## src/rtl/fetch_stage.sv

```systemverilog
`default_nettype none
// +--------------------------------------------------------------------------+
// | Module   : fetch_stage                                                    |
// | Purpose  : RISC-V instruction fetch. Holds the PC and issues one          |
// |            instruction-memory request at a time. The returned            |
// |            instruction is registered into the decode slot. A one-entry   |
// |            skid buffer absorbs decode stalls, and redirects from         |
// |            downstream flush in-flight work.                              |
// | Ports    : clk, reset (sync, active-high)                                 |
// |            PCSrc/PCTarget   - redirect request and target                 |
// |            Stall            - decode cannot accept                        |
// |            imem_req/addr/ready, imem_rvalid/rdata - memory handshake      |
// |            InstrD/PCD/PCPlus4D/ValidD - decode slot                       |
// | Revision : 1.0 - initial release                                          |
// +--------------------------------------------------------------------------+
module fetch_stage #(
    parameter logic [31:0] RESET_PC = 32'h0000_0000
) (
    input  logic        clk,
    input  logic        reset,
    input  logic        PCSrc,
    input  logic [31:0] PCTarget,
    input  logic        Stall,
    output logic        imem_req,
    output logic [31:0] imem_addr,
    input  logic        imem_ready,
    input  logic        imem_rvalid,
    input  logic [31:0] imem_rdata,
    output logic [31:0] InstrD,
    output logic [31:0] PCD,
    output logic [31:0] PCPlus4D,
    output logic        ValidD
);

    localparam logic [1:0]  c_st_fetch = 2'd0;
    localparam logic [1:0]  c_st_wait  = 2'd1;
    localparam logic [1:0]  c_st_full  = 2'd2;
    localparam logic [31:0] c_nop      = 32'h0000_0013;

    logic [1:0]  r_state,      w_state_nxt;
    logic [31:0] r_pcf,        w_pcf_nxt;
    logic        r_discard,    w_discard_nxt;
    logic        r_valid,      w_valid_nxt;
    logic [31:0] r_instr,      w_instr_nxt;
    logic [31:0] r_pcd,        w_pcd_nxt;
    logic [31:0] r_pcp4,       w_pcp4_nxt;
    logic [31:0] r_skid_instr, w_skid_instr_nxt;
    logic [31:0] r_skid_pc,    w_skid_pc_nxt;

    logic        w_slot_free;
    logic [31:0] w_pcf_plus4;
    logic [31:0] w_skid_plus4;

    assign w_slot_free  = !r_valid || !Stall;
    assign w_pcf_plus4  = r_pcf + 32'd4;
    assign w_skid_plus4 = r_skid_pc + 32'd4;

    always_comb begin
        w_state_nxt      = r_state;
        w_pcf_nxt        = r_pcf;
        w_discard_nxt    = r_discard;
        w_valid_nxt      = r_valid;
        w_instr_nxt      = r_instr;
        w_pcd_nxt        = r_pcd;
        w_pcp4_nxt       = r_pcp4;
        w_skid_instr_nxt = r_skid_instr;
        w_skid_pc_nxt    = r_skid_pc;

        // Decode consumed its instruction; cleared unless something reloads it below.
        if (r_valid && !Stall) begin
            w_valid_nxt = 1'b0;
        end

        case (r_state)
            c_st_fetch: begin
                if (imem_ready) begin
                    w_state_nxt = c_st_wait;
                end
            end
            c_st_wait: begin
                if (imem_rvalid) begin
                    if (r_discard) begin
                        // PCF was already redirected when discard was set.
                        w_discard_nxt = 1'b0;
                        w_state_nxt   = c_st_fetch;
                    end else if (w_slot_free) begin
                        w_instr_nxt = imem_rdata;
                        w_pcd_nxt   = r_pcf;
                        w_pcp4_nxt  = w_pcf_plus4;
                        w_valid_nxt = 1'b1;
                        w_pcf_nxt   = w_pcf_plus4;
                        w_state_nxt = c_st_fetch;
                    end else begin
                        w_skid_instr_nxt = imem_rdata;
                        w_skid_pc_nxt    = r_pcf;
                        w_pcf_nxt        = w_pcf_plus4;
                        w_state_nxt      = c_st_full;
                    end
                end
            end
            c_st_full: begin
                if (w_slot_free) begin
                    w_instr_nxt = r_skid_instr;
                    w_pcd_nxt   = r_skid_pc;
                    w_pcp4_nxt  = w_skid_plus4;
                    w_valid_nxt = 1'b1;
                    w_state_nxt = c_st_fetch;
                end
            end
            default: begin
                w_state_nxt = c_st_fetch;
            end
        endcase

        // Redirect overrides the normal flow: flush decode regardless of Stall,
        // drop any buffered entry, and arrange for the in-flight response (if
        // any) to be thrown away.
        if (PCSrc) begin
            w_pcf_nxt   = PCTarget;
            w_valid_nxt = 1'b0;
            case (r_state)
                c_st_fetch: begin
                    if (imem_ready) begin
                        // The old-address request was accepted this same cycle.
                        w_state_nxt   = c_st_wait;
                        w_discard_nxt = 1'b1;
                    end else begin
                        w_state_nxt   = c_st_fetch;
                        w_discard_nxt = 1'b0;
                    end
                end
                c_st_wait: begin
                    if (imem_rvalid) begin
                        w_state_nxt   = c_st_fetch;
                        w_discard_nxt = 1'b0;
                    end else begin
                        w_state_nxt   = c_st_wait;
                        w_discard_nxt = 1'b1;
                    end
                end
                default: begin
                    w_state_nxt   = c_st_fetch;
                    w_discard_nxt = 1'b0;
                end
            endcase
        end
    end

    always_ff @(posedge clk) begin
        if (reset) begin
            r_state      <= c_st_fetch;
            r_pcf        <= RESET_PC;
            r_discard    <= 1'b0;
            r_valid      <= 1'b0;
            r_instr      <= c_nop;
            r_pcd        <= 32'd0;
            r_pcp4       <= 32'd0;
            r_skid_instr <= 32'd0;
            r_skid_pc    <= 32'd0;
        end else begin
            r_state      <= w_state_nxt;
            r_pcf        <= w_pcf_nxt;
            r_discard    <= w_discard_nxt;
            r_valid      <= w_valid_nxt;
            r_instr      <= w_instr_nxt;
            r_pcd        <= w_pcd_nxt;
            r_pcp4       <= w_pcp4_nxt;
            r_skid_instr <= w_skid_instr_nxt;
            r_skid_pc    <= w_skid_pc_nxt;
        end
    end

    // Gated by reset so no request is visible while reset is held.
    assign imem_req  = (r_state == c_st_fetch) && !reset;
    assign imem_addr = r_pcf;
    assign InstrD    = r_instr;
    assign PCD       = r_pcd;
    assign PCPlus4D  = r_pcp4;
    assign ValidD    = r_valid;

endmodule
`default_nettype wire

```

## config.mk

```make
export PLATFORM = sky130hd
export DESIGN_NAME = fetch_stage
export DESIGN_NICKNAME = d
export VERILOG_FILES = /design/src/rtl/fetch_stage.sv
export SDC_FILE = /design/constraint.sdc
export NUM_CORES = 1
export LEC_CHECK = 0
export ABC_AREA = 1
export CORE_MARGIN = 10
export CORE_UTILIZATION = 39
export CTS_CLUSTER_DIAMETER = 30
export CTS_CLUSTER_SIZE = 30
export DETAILED_ROUTE_END_ITERATION = 8
export PLACE_DENSITY = 0.62
export SETUP_SLACK_MARGIN = 0.4
export SLEW_MARGIN = 20
export SYNTH_ARGS = -nofsm -noshare
export SYNTH_HDL_FRONTEND = slang
export SYNTH_SLANG_ARGS = --single-unit
```

## constraint.sdc

```tcl
create_clock -name clk -period 1.8 [get_ports clk]
set_input_delay 0.45 -clock clk [delete_from_list [all_inputs] [get_ports clk]]
set_output_delay 0.45 -clock clk [all_outputs]
set_load 0.005 [all_outputs]
```

==> flow_summary.ini <==
[status]
status = complete, no violations

[critical_path]
reg2reg_from = r_state[0]$_SDFFE_PP0P_
reg2reg_depth = 12
reg2reg_slack_ns = 0.005
cp-start-kind = flop
crit_start = r_state[0]$_SDFFE_PP0P_
critPathKind = flop to flop
required_ns = 2.14
cp_max_fo = 5
crit_path_end_kind = flop
r2r-end = PCPlus4D[22]$_SDFFE_PP0P_
cp.arrival_ns = 2.14

[timing]
fmax_mhz = 557.2
rsz0062_at_grt = yes
setup_viol = 0
worst_clock_skew_ns = 0.02040
final-max-slew-violation-count = 0
hold_viol = 0
max_slew_margin_pct = 56.09
setup_ws_ns = 0.005262
fin_crit_sh_pct = 99.71
worst_pin_slew_ns = 0.6586
period_needed_ns = 1.795

[global_route]
grt-ovfl-total = 0
grt_pass1_vias = 10270
antenna_found_initial = 0
grt.total_usage_pct = 22.52
grt_start_max_net_pins = 91
grt_pass1_wl_um = 55810

[pwr]
p_leak_nw = 6.205
powerDensity_nw_per_um2 = 729.1
ir_drop_mv = 0.5813
power.total_w = 0.01100

[yosys]
yosys.area_share.adder_pct = 0.6677
synth_compound_area_share_pct = 18.40
syn_nets = 1466
synth_xor_area_share_pct = 2.057
synth_simple_gate_area_share_pct = 30.07
syn_avg_cell_area_um2 = 6.735
synth_edf_count = 0
synthMuxAreaShare_pct = 0
synth-seq-cells = 194
synthCells = 1391
synth-warning-count = 0
synth-async-reset-ratio_pct = 0
yosysSeqAreaShare_pct = 41.45
synth.cell_area_um2 = 9369
synth_top_family_by_area = simple AND/OR/NAND/NOR gates
ys.flop_type = dfxtp_1
synth_cell_types = 32

[place]
post-dp-hpwl_um = 24490
dp_cells = 1924
gp_congestion = 0.9372
numPortBuffers = 199
post_dp_cell_area_um2 = 12450
pre_cts_ws_ns = -0.3609

[clocking]
h-tree-depth = 4
clkSlewWorstSetupHoldPaths_ns = 0.08
tritoncts = yes
numCtsBuffers = 17
clockBufferDepth = 2
clk_latency_ns = 0.45
cts_hold_buf = 0
cts_root_buf = clkbuf_16
cts_num_sinks = 194

[floorplanning]
core_um2 = 23540
die-area_um2 = 30620
die_h_um = 175.0
initial_utilization_pct = 39.80
io_pins = 200
rows = 56
die_x_um = 175.0

[finish]
final_cell_mix = nand2_1 (398), nor2_1 (115), dfxtp_1 (94), buf_2 (94), buf_4 (94)
fin_area_um2 = 15090
layout_commonest_cell = nand2_1
final_cells = 2048
nets = 1791
fill_cells = 2089
antennaDiodeCount = 0
syn_to_final_growth_pct = 61.04
post-route-util_pct = 64.09
drive_gt1_share_pct = 37.07

[drt]
vias_per_cell = 5.361
drt-total-wl_um = 39450
drc_errors = 0
first_pass_iters = 7
ant_nets = 0
drt_iter0_drc = 912
vias = 10980
wl_per_cell_um = 19.26

[hold_path]
holdPathStages = 4
min_path_type = primary input to flop
hp-start = reset
hold_end = r_state[1]$_SDFFE_PP0P_

[job]
maxCapViolCount = 0
==> per-layer routing <==
layer,up-vias,wire length [um],track usage [%]
li1,5252,-,-
met1,5203,16710,28.09
met2,442,18550,36.08
met3,82,2747,5.993
met4,0,1436,9.255
met5,-,0,0
==> state kept, by name (all words and copies together) (netlist names) <==
name and count:
r_skid_instr 32, imem_addr 32, PCPlus4D 30, InstrD 32
r_discard 1, r_skid_pc 32, PCD 32, ValidD 1
r_state 2
==> worst max-delay path by stage <==
stage | to | slack [ns]
after floorplan | InstrD[14]$_SDFFE_PP0P_ | 0.27
after global placement | r_skid_instr[14]$_SDFFE_PP0P_ | -0.34
after detailed placement | r_skid_instr[1]$_SDFFE_PP0P_ | -0.36
after CTS | imem_req | 0.08
after global routing | PCPlus4D[22]$_SDFFE_PP0P_ | -0.07
final | PCPlus4D[22]$_SDFFE_PP0P_ | 0.005
==> timing repair <==
action / 4_1_cts / 5_1_grt
gates resized for setup: 653 / 279
setup endpoints to repair: 320 / 251
pin swaps: 19 / 39
cloned: 6 / 22
setup buffers: 49 / 15
==> power breakdown <==
group | total, W | internal (W) | leakage, nW | switching, W
Clock | 0.00392 | 0.00188 | 0.290 | 0.00204
Combinational | 0.00233 | 0.00116 | 4.29 | 0.00116
Sequential | 0.00475 | 0.00457 | 1.63 | 0.000181
==> area by class of cell <==
class | instances | area (um2) | area share [%]
clock inverter | 15 | 177.7 | 1.178
multi-input combinational | 1032 | 5727 | 37.96
tap | 319 | 399.1 | 2.645
timing repair buffer | 391 | 3978 | 26.36
sequential | 194 | 4051 | 26.85
inverter | 80 | 330.3 | 2.189
clock buffer | 17 | 425.4 | 2.819
==> cells in the mapped netlist, drive strengths merged, types with 2 or more instances <==
master / count / area share [%]
nand2: 425 / 17
ha: 5 / 0.67
nor2: 172 / 7.6
xor2: 16 / 1.5
nor3: 2 / 0.11
nand4: 4 / 0.27
nand3: 70 / 3.7
clkbuf: 50 / 2.0
and2: 5 / 0.33
inv: 79 / 3.2
dfxtp: 194 / 41
o21ai: 153 / 8.2
buf: 35 / 2.1
o211ai: 11 / 0.88
xnor2: 6 / 0.56
a21oi: 64 / 3.4
a31oi: 85 / 5.7
nand3b: 10 / 0.80
==> metrics by stage <==
step / TNS [ns] / hold slack, ns
2_1_floorplan: 0 / 0.4475
3_3_place_gp: -40.14 / 0.4538
3_5_place_dp: -43.59 / 0.4573
4_1_cts: 0 / 0.3867
5_1_grt: -0.7072 / 0.3963
6_report: 0 / 0.3749
==> worst max-delay path, cell delays in order, from the launching register on <==
cell and delay, ns:
dfxtp_4 0.37, inv_4 0.08, ha_4 0.18, inv_6 0.05
o21ai_2 0.13, inv_2 0.07, nor2_8 0.15, buf_12 0.16
buf_12 0.11, clkbuf_16 0.13, nand2_1 0.06, o21ai_1 0.13
inv_1 0.05
==> cells by family (layout without fill, tap and decap cells) <==
kind of cell	count (synthesis)	count (layout)
AND/OR/NAND/NOR	689	689
AO/OA/AOI/OAI	316	316
flip-flops	194	194
buffers and inverters	165	503
XOR/XNOR	22	22
adder cells (fa/ha/maj)	5	5
(Power assumes the default switching activity.)
